$ cat src/rtl/digilock_pkg.sv
// DigiLock shared definitions: access-FSM state encoding
// and default timing constants.
package digilock_pkg;

  typedef enum logic [1:0] {
    OCIOSO   = 2'b00,
    ABERTO   = 2'b01,
    ERRO     = 2'b10,
    BLOQUEIO = 2'b11
  } estado_t;

  localparam int MAX_FALHAS_DEF = 3;
  localparam int T_ABERTA_DEF   = 50;
  localparam int T_BLOQUEIO_DEF = 200;
  localparam int CW_DEF         = 8;

endpackage

$ cat src/rtl/contador_tempo.sv
// Loadable CW-bit down-counter; holds at zero, never wraps.
// Load takes priority over decrement.
module contador_tempo #(
  parameter int CW = 8
) (
  input  logic          clk,
  input  logic          reset,
  input  logic          carga,
  input  logic [CW-1:0] valor,
  input  logic          dec,
  output logic          zero
);

  logic [CW-1:0] cnt_q, cnt_d;

  always_comb begin
    cnt_d = cnt_q;
    if (carga)
      cnt_d = valor;
    else if (dec && cnt_q != '0)
      cnt_d = cnt_q - 1'b1;
  end

  always_ff @(posedge clk) begin
    if (reset) cnt_q <= '0;
    else       cnt_q <= cnt_d;
  end

  assign zero = (cnt_q == '0);

endmodule

$ cat src/rtl/controle_acesso.sv
// DigiLock access sequencer: open window, failure count,
// timed keypad lockout. Outputs are registered off next state.
module controle_acesso
  import digilock_pkg::*;
#(
  parameter int MAX_FALHAS = MAX_FALHAS_DEF,
  parameter int T_ABERTA   = T_ABERTA_DEF,
  parameter int T_BLOQUEIO = T_BLOQUEIO_DEF,
  parameter int CW         = CW_DEF
) (
  input  logic       clk,
  input  logic       reset,
  input  logic       fim_verif,
  input  logic       senha_ok,
  output logic       trava_aberta,
  output logic       teclado_hab,
  output logic       bloqueado,
  output logic       cfg_permitido,
  output logic       erro,
  output logic [1:0] falhas
);

  localparam logic [1:0]    MAXF = 2'(MAX_FALHAS);
  localparam logic [CW-1:0] TA   = CW'(T_ABERTA - 1);
  localparam logic [CW-1:0] TB   = CW'(T_BLOQUEIO - 1);

  estado_t       est_q, est_d;
  logic [1:0]    falhas_q, falhas_d;
  logic [1:0]    n_falhas;
  logic          carga, dec, t_zero;
  logic [CW-1:0] valor;

  logic trava_q, tecl_q, bloq_q, cfg_q, erro_q;

  contador_tempo #(.CW(CW)) u_tempo (
    .clk   (clk),
    .reset (reset),
    .carga (carga),
    .valor (valor),
    .dec   (dec),
    .zero  (t_zero)
  );

  assign n_falhas = falhas_q + 2'd1;

  always_comb begin
    est_d    = est_q;
    falhas_d = falhas_q;
    carga    = 1'b0;
    valor    = '0;
    dec      = 1'b0;
    unique case (est_q)
      OCIOSO: begin
        if (fim_verif) begin
          if (senha_ok) begin
            est_d    = ABERTO;
            falhas_d = 2'd0;
            carga    = 1'b1;
            valor    = TA;
          end else if (n_falhas == MAXF) begin
            est_d    = BLOQUEIO;
            falhas_d = n_falhas;
            carga    = 1'b1;
            valor    = TB;
          end else begin
            est_d    = ERRO;
            falhas_d = n_falhas;
          end
        end
      end
      ERRO: est_d = OCIOSO;
      ABERTO: begin
        if (t_zero) est_d = OCIOSO;
        else        dec   = 1'b1;
      end
      BLOQUEIO: begin
        if (t_zero) begin
          est_d    = OCIOSO;
          falhas_d = 2'd0;
        end else begin
          dec = 1'b1;
        end
      end
      default: est_d = OCIOSO;
    endcase
  end

  always_ff @(posedge clk) begin
    if (reset) begin
      est_q    <= OCIOSO;
      falhas_q <= 2'd0;
      trava_q  <= 1'b0;
      tecl_q   <= 1'b1;
      bloq_q   <= 1'b0;
      cfg_q    <= 1'b0;
      erro_q   <= 1'b0;
    end else begin
      est_q    <= est_d;
      falhas_q <= falhas_d;
      trava_q  <= (est_d == ABERTO);
      cfg_q    <= (est_d == ABERTO);
      erro_q   <= (est_d == ERRO);
      bloq_q   <= (est_d == BLOQUEIO);
      tecl_q   <= (est_d != BLOQUEIO);
    end
  end

  assign trava_aberta  = trava_q;
  assign teclado_hab   = tecl_q;
  assign bloqueado     = bloq_q;
  assign cfg_permitido = cfg_q;
  assign erro          = erro_q;
  assign falhas        = falhas_q;

endmodule

$ cat config.mk
export PLATFORM = sky130hd
export DESIGN_NAME = controle_acesso
export DESIGN_NICKNAME = d
export VERILOG_FILES = /design/src/rtl/digilock_pkg.sv /design/src/rtl/contador_tempo.sv /design/src/rtl/controle_acesso.sv
export SDC_FILE = /design/constraint.sdc
export NUM_CORES = 1
export LEC_CHECK = 0
export ABC_CLOCK_PERIOD_IN_PS = 2700
export CAP_MARGIN = 20
export CORE_MARGIN = 4
export CORE_UTILIZATION = 56
export DETAILED_ROUTE_END_ITERATION = 8
export HOLD_SLACK_MARGIN = 0.02
export PLACE_DENSITY = 0.85
export SYNTH_ARGS = -nofsm -noshare
export SYNTH_HDL_FRONTEND = slang
export SYNTH_SLANG_ARGS = --single-unit
$ cat constraint.sdc
create_clock -name clk -period 2.7 [get_ports clk]
set_input_delay 0.675 -clock clk [delete_from_list [all_inputs] [get_ports clk]]
set_output_delay 0.675 -clock clk [all_outputs]
set_load 0.03 [all_outputs]
==> summary.md, run 1 <==
| Metric | Value |
|---|---|
| Fin nets | 116 |
| FFs w/ async S/R, synth | 0% |
| Top post-synthesis cells by count | 16 x dfxtp_1, 9 x a21oi_1, 7 x nor2_1 |
| WP data required | 2.03 ns |
| Max Cap Viol | 0 |
| Worst r2r dst | cfg_permitido |
| Cts hold-fix bufs | 0 |
| Setup crit end kind | output pin |
| H-Tree Depth | 1 |
| Yosys Warn Count | 0 |
| CTS tree | done |
| Critical Setup Path Class | register to output pin |
| Seq/Total Area, Yosys | 37.54% |
| Pwr per Cell Area | 672.2 nW/um^2 |
| Num Clock Sinks | 16 |
| Final max-slew violation count | 0 |
| Reg2Reg Depth | 6 |
| Footprint of the multi-input gates | 478.0 um^2 |
| Post-Route WL | 1999 um |
| Crit path max-delay family | buffers and inverters |
| Vert. Die Dim | 47.04 um |
| Starting DRT DRC Count | 37 |
| Main flop type after synthesis | dfxtp_1 |
| Hold Path Class | register to register |
| #FFs+latches synth | 16 |
| Max Clock Freq | 492.0 MHz |
| Final critical delay including setup and external delays | slightly above 2 ns |
| Ant. Diodes | 0 |
| Dpl cells | 119 |
| GRT Total Usage | approximately a fifth |
| Post-Syn Instances | 101 |
| Slew headroom | 57.03% |
| Die Area | between 2000 and 2500 um^2 |
| Clk_skew | 0.002259 ns |
| Storage cell area | 320.3 um^2 |
| Clock transition at the registers of the reported paths | 0.10 ns |
| Fin crit share | 75.29% |
| Max VDD drop | approximately 390 uV |
| Total grt overflow | 0 |
| I/O pins | 11 |
| Worst-skew pair later-pin latency | 0.30 ns |
| Setup crit start kind | register |
| Root Buffer | clkbuf_4 |
| Hold Path End | falhas[0] |
| Core Region | 1366 um^2 |
| Synth area leader | dfxtp_1 |
| Largest cells by area after synthesis | dfxtp_1 38%, a21oi_1 5.3%, ha_1 4.4% |
| Worst EP arrival | approximately 1.4 ns |
| Drc violations | 0 |
| Crit path max fanout | 3 |
| Leak | approximately 0.34 nW |
| Post-synthesis cell type count | 36 |
| Fill cell count | 112 |
| Synth top area share | between 30 and 40% |
| Via count | between 700 and 800 |
| Drt pass-1 iters | 4 |
| Site row count | 13 |
| Worst Path Buf+Inv | 1 |
| Die Width | approximately 47 um |
| CTS Buffer Depth | 2 |
| Hold Crit Depth | 2 |
| Layout cell share with drive strength beyond 1 | 7.407% |
| P&R area growth vs syn | 13.93% |
| Tightest Pin Transition | about 0.64 ns |
| Post-synth EDFFs | 0 |
| CP max-delay cell | clkdlybuf4s50_1 |
| Via/cell ratio | 6.163 |
| Status | completed |
| First-pass GRT wire length | 3291 um |
| Most frequent cell after synthesis | dfxtp_1 |
| Starting Density | a little over three fifths |
| Average cell area after synthesis | 8.449 um^2 |
| PostCTS Resize Cnt | 0 |
| Unrepaired setup endpoints after global routing | no |
| Routability congestion estimate | 0.8234 |
| Crit-path max cell delay | 0.68 ns |
| Setup Fix Bufs, Post-CTS | 0 |
| Per-cell routed wire length | 16.25 um |
| Count of final hold-check violations | 0 |
| Initial antenna violation count | 0 |
| Num CTS Buffers | 3 |
| HPWL Detailed | 1383 um |
| Finished Layout Cells | 123 |
| Pin count of the biggest net entering global routing | 20 |
| Vias in the first global route | between 700 and 800 |
| Final setup viols | 0 |
| Buffers on Ports | 10 |
| Worst path cell trace | clkdlybuf4s50_1 |
| R2R Path Start | u_tempo.cnt_q[0] |
| Syn Std Cell Area | 853.3 um^2 |
| R2R setup slack | 0.78 ns |
| Hold Crit Start | falhas[0] |
| TNS Setup | 0 ns |
| Antenna-violating nets left | 0 |
| Syn nets | 108 |
## power breakdown
group | switching (W) | internal [W] | leakage [nW]
sequential | 0.0000255 | 0.000256 | 0.131
combinational | 0.000114 | 0.0000887 | 0.193
clock | 0.0000859 | 0.0000824 | 0.0210
## cell type report
type	count	area share [%]
clock buffers	4	3.732
flip-flops and latches	16	32.95
multi-input cells	73	49.16
well taps	15	1.931
inverters	5	1.931
repair buffers	10	10.30
## how the worst max path moves through the flow
stage                       end  startpoint  cells past startpoint
3_5_place_dp   u_tempo.cnt_q[6]   fim_verif                      5
5_1_grt        u_tempo.cnt_q[7]   fim_verif                      5
3_3_place_gp   u_tempo.cnt_q[6]   fim_verif                      5
4_1_cts               falhas[1]   falhas[1]                      1
6_report              falhas[1]   falhas[1]                      1
2_1_floorplan       teclado_hab   fim_verif                      4
## cell usage in the layout (no fill, tap or decap), drive strengths merged
cell type,count
nor3,4
nand3,2
inv,5
xor2,1
dfxtp,16
a22oi,3
a21boi,1
nand2,4
nand3b,1
a221o,1
o22ai,2
or3,3
o21ai,3
and2,1
nand2b,5
nand4,1
o211ai,5
clkbuf,4
a21oi,9
nor3b,2
nor2,7
or3b,2
clkdlybuf4s50,10
ha,3
a22o,1
a21o,1
a2111oi,1
a31oi,4
a41oi,1
or4,1
xnor2,1
nor4,3
## worst min-delay path: stages, from the launching register on
cell,delay (ns)
dfxtp_1,0.33
nand3_1,0.06
a21oi_1,0.06
## logic make-up (layout without fill, tap and decap cells)
| kind of cell | Yosys count | count (layout) | share of synthesized area, % |
|---|---|---|---|
| buffers and inverters | 12 | 19 | 6.451 |
| AND/OR/NAND/NOR | 36 | 36 | 24.63 |
| AO/OA/AOI/OAI | 32 | 32 | 24.93 |
| flip-flops | 16 | 16 | 37.54 |
| adder cells (fa/ha/maj) | 3 | 3 | 4.399 |
| XOR/XNOR | 2 | 2 | 2.053 |
## registers in the layout (all words and copies together) (netlist names)
signal / count
est_q: 2
falhas: 2
teclado_hab: 1
cfg_permitido: 1
u_tempo.cnt_q: 8
bloqueado: 1
erro: 1
## through the flow
stage	area (um^2)	worst slack, ns	power [W]	hold slack (ns)	utilization (%)
2_1_floorplan	853.3	0.9323	0.0004427	0.4661	-
3_3_place_gp	935.9	0.4119	0.0004813	0.4770	68.50
3_5_place_dp	935.9	0.3654	0.0004854	0.4767	68.50
4_1_cts	972.2	0.6677	0.0006495	0.4937	71.15
5_1_grt	972.2	0.5670	0.0006900	0.5359	71.15
6_report	972.2	0.6673	0.0006535	0.4892	71.15
## layer usage
layer	global-route usage [%]	share of wire, %	vias up
li1	-	-	386
met1	29.10	47	334
met2	31.98	47	33
met3	3.831	4.9	5
met4	9.945	1.9	0
met5	0	0	-
Note: power is estimated with default switching activity, not from simulation.
==> inputs of run 2 (changes only) <==
--- a/config.mk
+++ b/config.mk
@@ -5,13 +5,13 @@
 export SDC_FILE = /design/constraint.sdc
 export NUM_CORES = 1
 export LEC_CHECK = 0
-export ABC_CLOCK_PERIOD_IN_PS = 2700
+export ABC_CLOCK_PERIOD_IN_PS = 1750
 export CAP_MARGIN = 20
 export CORE_MARGIN = 4
-export CORE_UTILIZATION = 56
+export CORE_UTILIZATION = 47
 export DETAILED_ROUTE_END_ITERATION = 8
 export HOLD_SLACK_MARGIN = 0.02
-export PLACE_DENSITY = 0.85
+export PLACE_DENSITY = 0.76
 export SYNTH_ARGS = -nofsm -noshare
 export SYNTH_HDL_FRONTEND = slang
 export SYNTH_SLANG_ARGS = --single-unit
==> constraint.sdc (replaced) <==
create_clock -name clk -period 1.75 [get_ports clk]
set_input_delay 0.4375 -clock clk [delete_from_list [all_inputs] [get_ports clk]]
set_output_delay 0.4375 -clock clk [all_outputs]
set_load 0.03 [all_outputs]
==> summary.md, run 2 (synthesis gave the netlist of run 1 again) <==
| Metric | Value |
|---|---|
| Clock transition at the registers of the reported paths | approximately 0.1 ns |
| Setup crit start kind | register |
| Routed wl met2 | 965 um |
| CP max-delay cell | clkdlybuf4s50_1 |
| Worst-skew pair later-pin latency | just under 0.3 ns |
| Internal Power | 0.0007206 W |
| Antenna-violating nets left | 0 |
| P&R area growth vs syn | 34.16% |
| Crit path depth | 1 |
| Vert. Die Dim | 50.61 um |
| Crit path max-delay family | buffers and inverters |
| Drc violations | 0 |
| Critical Setup Path Class | register to output pin |
| Storage cell area | 320.3 um^2 |
| Drt pass-1 iters | 4 |
| Worst Path Buf+Inv | 1 |
| Total grt overflow | 0 |
| Reg2Reg Depth | 5 |
| Pin count of the biggest net entering global routing | 20 |
| Unrepaired setup endpoints after global routing | no |
| Routed wl met3 | 94 um |
| Num CTS Buffers | 3 |
| Net switching power | 0.0003560 W |
| I/O pins | 11 |
| Sequential power share | roughly 40% |
| Starting DRT DRC Count | 26 |
| Footprint of the multi-input gates | 505.5 um^2 |
| Root Buffer | clkbuf_4 |
| Ant. Diodes | 0 |
| Pre-CTS setup slack | -0.2841 ns |
| Fin crit share | 97.58% |
| Core Region | 1727 um^2 |
| Layout cell share with drive strength beyond 1 | 24.80% |
| Die Width | 50.61 um |
| Worst path cell trace | clkdlybuf4s50_1 |
| Worst EP arrival | 1.27 ns |
| Dpl cells | 144 |
| Hold Crit Depth | 2 |
| Leading cell types in the layout, fill and taps excluded | 16 x dfxtp_1, 15 x buf_4, 9 x a21oi_1 |
| Per-cell routed wire length | 14.04 um |
| Max Cap Viol | 0 |
| Max VDD drop | 536.0 uV |
| CTS tree | done |
| Via/cell ratio | 5.713 |
| Crit-path max cell delay | 0.66 ns |
| Fill cell count | 149 |
| Final critical delay including setup and external delays | 1.708 ns |
| Setup slack after layout | 0.04230 ns |
| Buffers on Ports | 10 |
| Post-layout power | 0.001077 W |
| Final max-slew violation count | 0 |
| Pwr per Cell Area | approximately 940 nW/um^2 |
| Slew headroom | 75.86% |
| R2R setup slack | between 0.15 and 0.2 ns |
| H-Tree Depth | 1 |
| Combinational share of power | 37.5% |
| Status | completed |
| Max Clock Freq | 585.6 MHz |
| Cts hold-fix bufs | 0 |
| Largest register FFs | 8 |
| First-pass GRT wire length | 3498 um |
| Via count | 857 |
| Commonest non-fill, non-tap cell in the layout | dfxtp_1 |
| Routability congestion estimate | 0.8148 |
| Die Area | 2561 um^2 |
| Leak | 0.4946 nW |
| WP data required | about 1.3 ns |
| Final setup viols | 0 |
| Vias in the first global route | 824 |
| Clk_skew | a little under 0.01 ns |
| Finished Layout Cells | 150 |
| Starting Density | between 40% and 50% |
| Fin nets | around 130 |
| Post-Route M1 WL | 936 um |
| CTS Buffer Depth | 2 |
| Initial antenna violation count | 0 |
| Top reg by flops | u_tempo.cnt_q |
| Hold Path Class | register to register |
| Setup crit end kind | output pin |
| Tightest Pin Transition | 0.3620 ns |
| Post-Route WL | 2106 um |
| TNS Setup | 0 ns |
| GRT Total Usage | 18.33% |
| Count of final hold-check violations | 0 |
| Num Clock Sinks | 16 |
| Switching Fraction | 33.07% |
| Crit path max fanout | 1 |
| Worst hold margin | a little over 0.5 ns |
| Max Used Layer | met4 |
| HPWL Detailed | 1471 um |
| Clock share of power | 22.9% |
| Site row count | 15 |
-- run 2: worst reg2reg max path: stages, from the launching register on --
cell,delay (ns)
dfxtp_1,0.37
or4_4,0.57
o21ai_2,0.18
buf_2,0.18
a22o_1,0.15
a21oi_1,0.06
-- run 2: final cells by class --
class	count	area share (%)
Inverter	5	1.639
Clock buffer	4	3.169
Multi-Input combinational cell	73	44.15
Tap cell	25	2.732
Sequential cell	16	27.98
Timing Repair Buffer	27	20.33
-- run 2: layer usage --
| metal | vias up | GRT usage (%) |
|---|---|---|
| met1 | 390 | 21.34 |
| met3 | 13 | 4.451 |
| met5 | - | 0 |
| met4 | 0 | 10.76 |
| met2 | 31 | 30.22 |
| li1 | 423 | - |
-- run 2: what timing repair did --
| item | CTS | global route |
|---|---|---|
| gates resized for setup | 3 | 13 |
| endpoints found under the setup margin | 3 | 13 |
| cloned | 0 | 1 |
| buffers inserted | 0 | 1 |
| pin swaps | 0 | 4 |
-- run 2: path summary, 6_finish.rpt --
| path | from | to |
|---|---|---|
| setup / recovery | teclado_hab | teclado_hab |
| hold / removal | u_tempo.cnt_q[5] | u_tempo.cnt_q[5] |
| setup reg to reg | u_tempo.cnt_q[3] | u_tempo.cnt_q[4] |
| hold reg to reg | u_tempo.cnt_q[5] | u_tempo.cnt_q[5] |
-- run 2: power by group through the flow --
stage               combinational (W)  clock (W)  sequential, W
finish                       0.000404   0.000247       0.000426
detailed placement           0.000372          0       0.000433
global route                 0.000448   0.000274       0.000433
CTS                          0.000375   0.000256       0.000424
global placement             0.000363          0       0.000432
floorplan                    0.000240          0       0.000443
-- run 2: metrics by stage --
step                util (%)  instance area (um^2)
finish                 66.30                  1145
global route           66.30                  1145
CTS                    63.33                  1094
detailed placement     61.45                  1061
global placement       61.45                  1061
floorplan                  -                 853.3
